[config.mk]
export PLATFORM = sky130hd
export DESIGN_NAME = cacheline_burst_adaptor
export DESIGN_NICKNAME = d
export VERILOG_FILES = /design/src/rtl/cacheline_burst_adaptor.sv
export SDC_FILE = /design/constraint.sdc
export NUM_CORES = 1
export LEC_CHECK = 0
export CAP_MARGIN = 20
export CORE_AREA = 4 4 276 278
export CTS_BUF_LIST = sky130_fd_sc_hd__clkbuf_2 sky130_fd_sc_hd__clkbuf_4 sky130_fd_sc_hd__clkbuf_8
export DETAILED_ROUTE_END_ITERATION = 10
export DIE_AREA = 0 0 280 282
export PLACE_DENSITY = 0.71
export SETUP_SLACK_MARGIN = 0.02
export SYNTH_ARGS = -nofsm -noshare
export SYNTH_HDL_FRONTEND = slang
export SYNTH_SLANG_ARGS = --single-unit
[constraint.sdc]
create_clock -name clk -period 7.2 [get_ports clk]
set_clock_uncertainty 0.05 [all_clocks]
set_input_delay 2.16 -clock clk [delete_from_list [all_inputs] [get_ports clk]]
set_output_delay 2.16 -clock clk [all_outputs]
set_load 0.01 [all_outputs]
[src/rtl/cacheline_burst_adaptor.sv]
// Cacheline <-> memory burst adaptor.
// Turns one LINE_W-bit cache fill or writeback into a BEATS-long burst of
// BURST_W-bit beats on the memory port, and returns a one-cycle completion
// pulse to the cache. Writebacks win over fills when both are requested,
// because a dirty victim must leave before its replacement arrives.
module cacheline_burst_adaptor #(
    parameter int unsigned LINE_W  = 256,
    parameter int unsigned BURST_W = 64,
    parameter int unsigned ADDR_W  = 32
) (
    input  logic              clk,
    input  logic              rst,        // asynchronous, active-low
    // cache side
    input  logic [LINE_W-1:0] line_i,
    output logic [LINE_W-1:0] line_o,
    input  logic [ADDR_W-1:0] address_i,
    input  logic              read_i,
    input  logic              write_i,
    output logic              resp_o,
    // memory side
    input  logic [BURST_W-1:0] burst_i,
    output logic [BURST_W-1:0] burst_o,
    output logic [ADDR_W-1:0]  address_o,
    output logic               read_o,
    output logic               write_o,
    input  logic               resp_i
);

    localparam int unsigned BEATS = LINE_W / BURST_W;
    localparam int unsigned CNT_W = (BEATS > 1) ? $clog2(BEATS) : 1;
    localparam int unsigned OFF_W = $clog2(LINE_W / 8);
    localparam logic [CNT_W-1:0] LAST_BEAT = CNT_W'(BEATS - 1);

    typedef enum logic [1:0] {
        IDLE,
        RD_BURST,
        WR_BURST,
        DONE
    } state_e;

    typedef logic [BEATS-1:0][BURST_W-1:0] line_t;

    state_e             state_q;
    logic [CNT_W-1:0]   count_q;
    logic [CNT_W-1:0]   count_inc;
    line_t              buf_q;
    line_t              line_out_q;
    line_t              fill_line;
    logic [ADDR_W-1:0]  addr_q;
    logic [ADDR_W-1:0]  aligned_addr;
    logic [BURST_W-1:0] burst_q;
    logic               read_q;
    logic               write_q;
    logic               resp_q;

    assign aligned_addr = {address_i[ADDR_W-1:OFF_W], {OFF_W{1'b0}}};
    assign count_inc    = count_q + CNT_W'(1);

    // Fill line as it will look once the final beat on burst_i is merged in.
    always_comb begin
        // NOTE: assign the whole variable first so every path drives it and no latch is inferred.
        fill_line            = buf_q;
        fill_line[LAST_BEAT] = burst_i;
    end

    // Burst sequencer: request latching, beat counting and registered outputs.
    always_ff @(posedge clk or negedge rst) begin
        if (!rst) begin
            state_q    <= IDLE;
            count_q    <= '0;
            // NOTE: the line buffers are plain registers, not RAM, so clearing them on reset is cheap and keeps line_o defined.
            buf_q      <= '0;
            line_out_q <= '0;
            addr_q     <= '0;
            burst_q    <= '0;
            read_q     <= 1'b0;
            write_q    <= 1'b0;
            resp_q     <= 1'b0;
        end else begin
            // NOTE: non-blocking assignments so every register sees the pre-edge values of the others.
            unique case (state_q)
                IDLE: begin
                    count_q <= '0;
                    resp_q  <= 1'b0;
                    if (write_i) begin
                        addr_q  <= aligned_addr;
                        buf_q   <= line_i;
                        burst_q <= line_i[BURST_W-1:0];
                        write_q <= 1'b1;
                        state_q <= WR_BURST;
                    end else if (read_i) begin
                        addr_q  <= aligned_addr;
                        read_q  <= 1'b1;
                        state_q <= RD_BURST;
                    end
                end

                RD_BURST: begin
                    if (resp_i) begin
                        buf_q[count_q] <= burst_i;
                        count_q        <= count_inc;
                        if (count_q == LAST_BEAT) begin
                            read_q     <= 1'b0;
                            line_out_q <= fill_line;
                            resp_q     <= 1'b1;
                            state_q    <= DONE;
                        end
                    end
                end

                WR_BURST: begin
                    if (resp_i) begin
                        count_q <= count_inc;
                        burst_q <= buf_q[count_inc];
                        if (count_q == LAST_BEAT) begin
                            write_q <= 1'b0;
                            resp_q  <= 1'b1;
                            state_q <= DONE;
                        end
                    end
                end

                DONE: begin
                    resp_q  <= 1'b0;
                    state_q <= IDLE;
                end

                default: begin
                    state_q <= IDLE;
                end
            endcase
        end
    end

    assign line_o    = line_out_q;
    assign resp_o    = resp_q;
    assign burst_o   = burst_q;
    assign address_o = addr_q;
    assign read_o    = read_q;
    assign write_o   = write_q;

endmodule

==> impl_results.md <==
- Status: finished clean
- Hold path depth: 2
- Post-synth EDFFs: 0
- Post-CTS Setup Bufs: 0
- Distinct cells, synth: 36
- Max VDD drop: 0.333 mV
- Vias in the first global route: 25204
- Slew @ Worst Pin: 1.23 ns
- Synth Flop Type: dfrtp_1
- Leakage power: 16.1 nW
- Die Y-Extent: 282 um
- Bufs on Longest Clock Path: 3
- Placement Rows: 100
- Crit path launch: resp_i
- Fmax: 0.214 GHz
- Port Buffers: 701
- Post-layout util: 52.6%
- Placed cell count: 3947
- Final Hold Vio Count: 0
- Worst R2R Setup Slack: 3.32 ns
- CP max stage delay: 0.81 ns
- Starting Density: 39.1%
- Final setup violating endpoints: 0
- Reg-to-reg endpoint: burst_o[38]
- GP Congestion: 0.876
- Most frequent CP cell: buf_4
- Crit Path Class: input port to flip-flop
- Arrival @ worst endpoint: 5.20 ns
- Chip Width: 280 um
- Num CTS Buffers: 105
- Cell-internal power: 0.0114 W
- Synthesized area: 28900 um^2
- Flop pwr share: 32.0%
- Final Cycle Share: 64.8%
- H-tree depth: 3
- CP max-delay cell: buf_4
- Area share of the largest cell type after synthesis: 52.8%
- Post-synth top area cell: dfrtp_1
- Final Cell Area: 38900 um^2
- Hold path startpoint: line_o[113]
- Share of post-route cells with drive strength above 1: 18.7%
- CP Cell Sequence: clkdlybuf4s50_1, mux2i_4, nor3_2, buf_4, buf_4, a221o_1
- Reg clk slew, reported paths: 0.06 ns
- RSZ-0062 raised after global routing: false
- DRT Wirelength: 114000 um
- Root buffer selected by CTS: clkbuf_8
- Most frequent cell after synthesis: dfrtp_1
- Worst Hold Class: flip-flop to flip-flop
- CORE AREA: 73900 um^2
- Largest net degree at the start of global routing: 145
- R2r startpoint: count_q[0]
- DRT Pass-1 Iters: 6
- Setup TNS: 0 ns
- Register bit count reported by yosys: 610
- GRT Resource Usage Total: 27.8%
- Mean post-synth cell area: 11.6 um^2
- Clock Power Share: 17.6%
- CP required: 7.73 ns
- Yosys warns: 0
- Fin. max-slew vios: 0
- Power Dens Cells: 490 nW/um^2
- DRC Markers: 0
- CTS Sinks: 610
- Post-synth top cells: dfrtp_1, mux2_2, nand2_1
- Max-cap violations: 0
- Top Ports: 712
- Share of synthesized registers carrying an async set or reset: 100%
- CTS tree: yes
- Sw Share: 40.0%
- Max_slew headroom: 18.2%
- Synthesized instance count: 2487
- Startpoint Class: input port
- PostCTS Resize Cnt: 0
- Switch Pwr: 0.00764 W
- Area Growth Syn to Fin: 34.5%
- Post-DP Area: 36600 um^2
- Hold Path Sink: line_o[113]
- First-pass GRT wire length: 167000 um
- Vias per inst: 6.04
- Setup crit end kind: flip-flop
- Final min period: 4.66 ns
- Final HPWL DP: 72500 um
- Final nets: 3452
- DIE AREA: 79000 um^2
- Comb pwr share: 50.4%
- Via count: 25024
- Worst-Skew Late Latency: 0.70 ns
- Initial detailed-routing violation count: 2795
- R2R cell count: 6
- Final ANT Viol Nets: 0
- Drt wl/cell: 27.4 um
- Synth top area cells: dfrtp_1, mux2_2, a221o_1
- Sequential area share after synthesis: 52.8%
- Crit-path leading delay family: buffers and inverters
- Hold-fix buffers, CTS: 0
- Worst-path fanout max: 65
- Finished Layout Cells: 4145
- Crit path buf inv count: 3
- Antenna violations before repair: 25
- Overflow after GRT: 0
## sequential cells by signal, indices dropped and copies added (netlist names)
signal and cells:
address_o 27, buf_q 256, burst_o 64, count_q 2
line_o 256, read_o 1, resp_o 1, state_q 2
write_o 1
## area by class of cell
| cell class | instances | area [um^2] |
|---|---|---|
| diodes | 21 | 52.6 |
| clock buffers | 167 | 2090 |
| clock inverters | 10 | 118 |
| fillers | 6434 | 35000 |
| inverters | 199 | 747 |
| multi-input cells | 1427 | 12000 |
| flip-flops and latches | 610 | 15300 |
| well taps | 969 | 1210 |
| repair buffers | 742 | 7430 |
## power by group through the flow
stage / Clock (W) / Combinational (W) / Sequential [W]
4_1_cts: 0.00341 / 0.00954 / 0.00607
5_1_grt: 0.00358 / 0.0101 / 0.00627
2_1_floorplan: 0 / 0.00534 / 0.00614
3_5_place_dp: 0 / 0.00952 / 0.00610
6_report: 0.00336 / 0.00961 / 0.00610
3_3_place_gp: 0 / 0.00935 / 0.00603
## worst max-delay path by stage
| stage | end | slack [ns] | cells past startpoint |
|---|---|---|---|
| floorplan | buf_q[100] | 3.59 | 6 |
| global placement | buf_q[13] | 1.97 | 6 |
| detailed placement | buf_q[142] | 1.94 | 7 |
| CTS | buf_q[78] | 2.70 | 7 |
| global route | buf_q[191] | 2.51 | 6 |
| finish | buf_q[191] | 2.54 | 6 |
## layer usage
layer | global-route usage [%] | wire length [um]
met3 | 7.05 | 11400
met1 | 36.8 | 44100
met4 | 12.8 | 4990
met5 | 0 | 47
met2 | 43.3 | 53100
## worst min-delay path, stage by stage (launching register included)
cell     delay [ns]
dfrtp_1        0.34
nand2_1        0.04
o21ai_0        0.06
## kinds of logic after synthesis
group | share of synthesized area [%]
multiplexers | 16.2
buffers and inverters | 6.35
flip-flops | 52.8
adder cells (fa/ha/maj) | 0.433
AO/OA/AOI/OAI | 18.0
other | 0.0130
AND/OR/NAND/NOR | 6.22
## cell usage in the layout (no fill, tap or decap), drive strengths merged, types with 2 or more instances in the layout
cell           synthesis  routed
ha                    10      10
mux2i                  2       2
a21oi                  2       2
conb                   1       5
buf                   87      42
a221o                192     192
mux4                  64      64
clkbuf               168     167
nor2b                  2       2
dfrtp                610     610
nand3                195     195
nand2b                 6       6
nand2                199     199
a22o                  64      64
mux2                 287     287
clkdlybuf4s50          0     700
o32ai                192     192
diode                  0      21
inv                  199     201
o21ai                197     197
clkinv                 0       6
## through the flow
stage / worst slack (ns) / total power, W / hold WS [ns]
floorplan: 3.59 / 0.0115 / 0.425
global placement: 1.97 / 0.0154 / 0.410
detailed placement: 1.94 / 0.0156 / 0.419
CTS: 2.70 / 0.0190 / 0.432
global route: 2.51 / 0.0200 / 0.448
finish: 2.54 / 0.0191 / 0.425
Note: power is estimated with default switching activity, not from simulation.
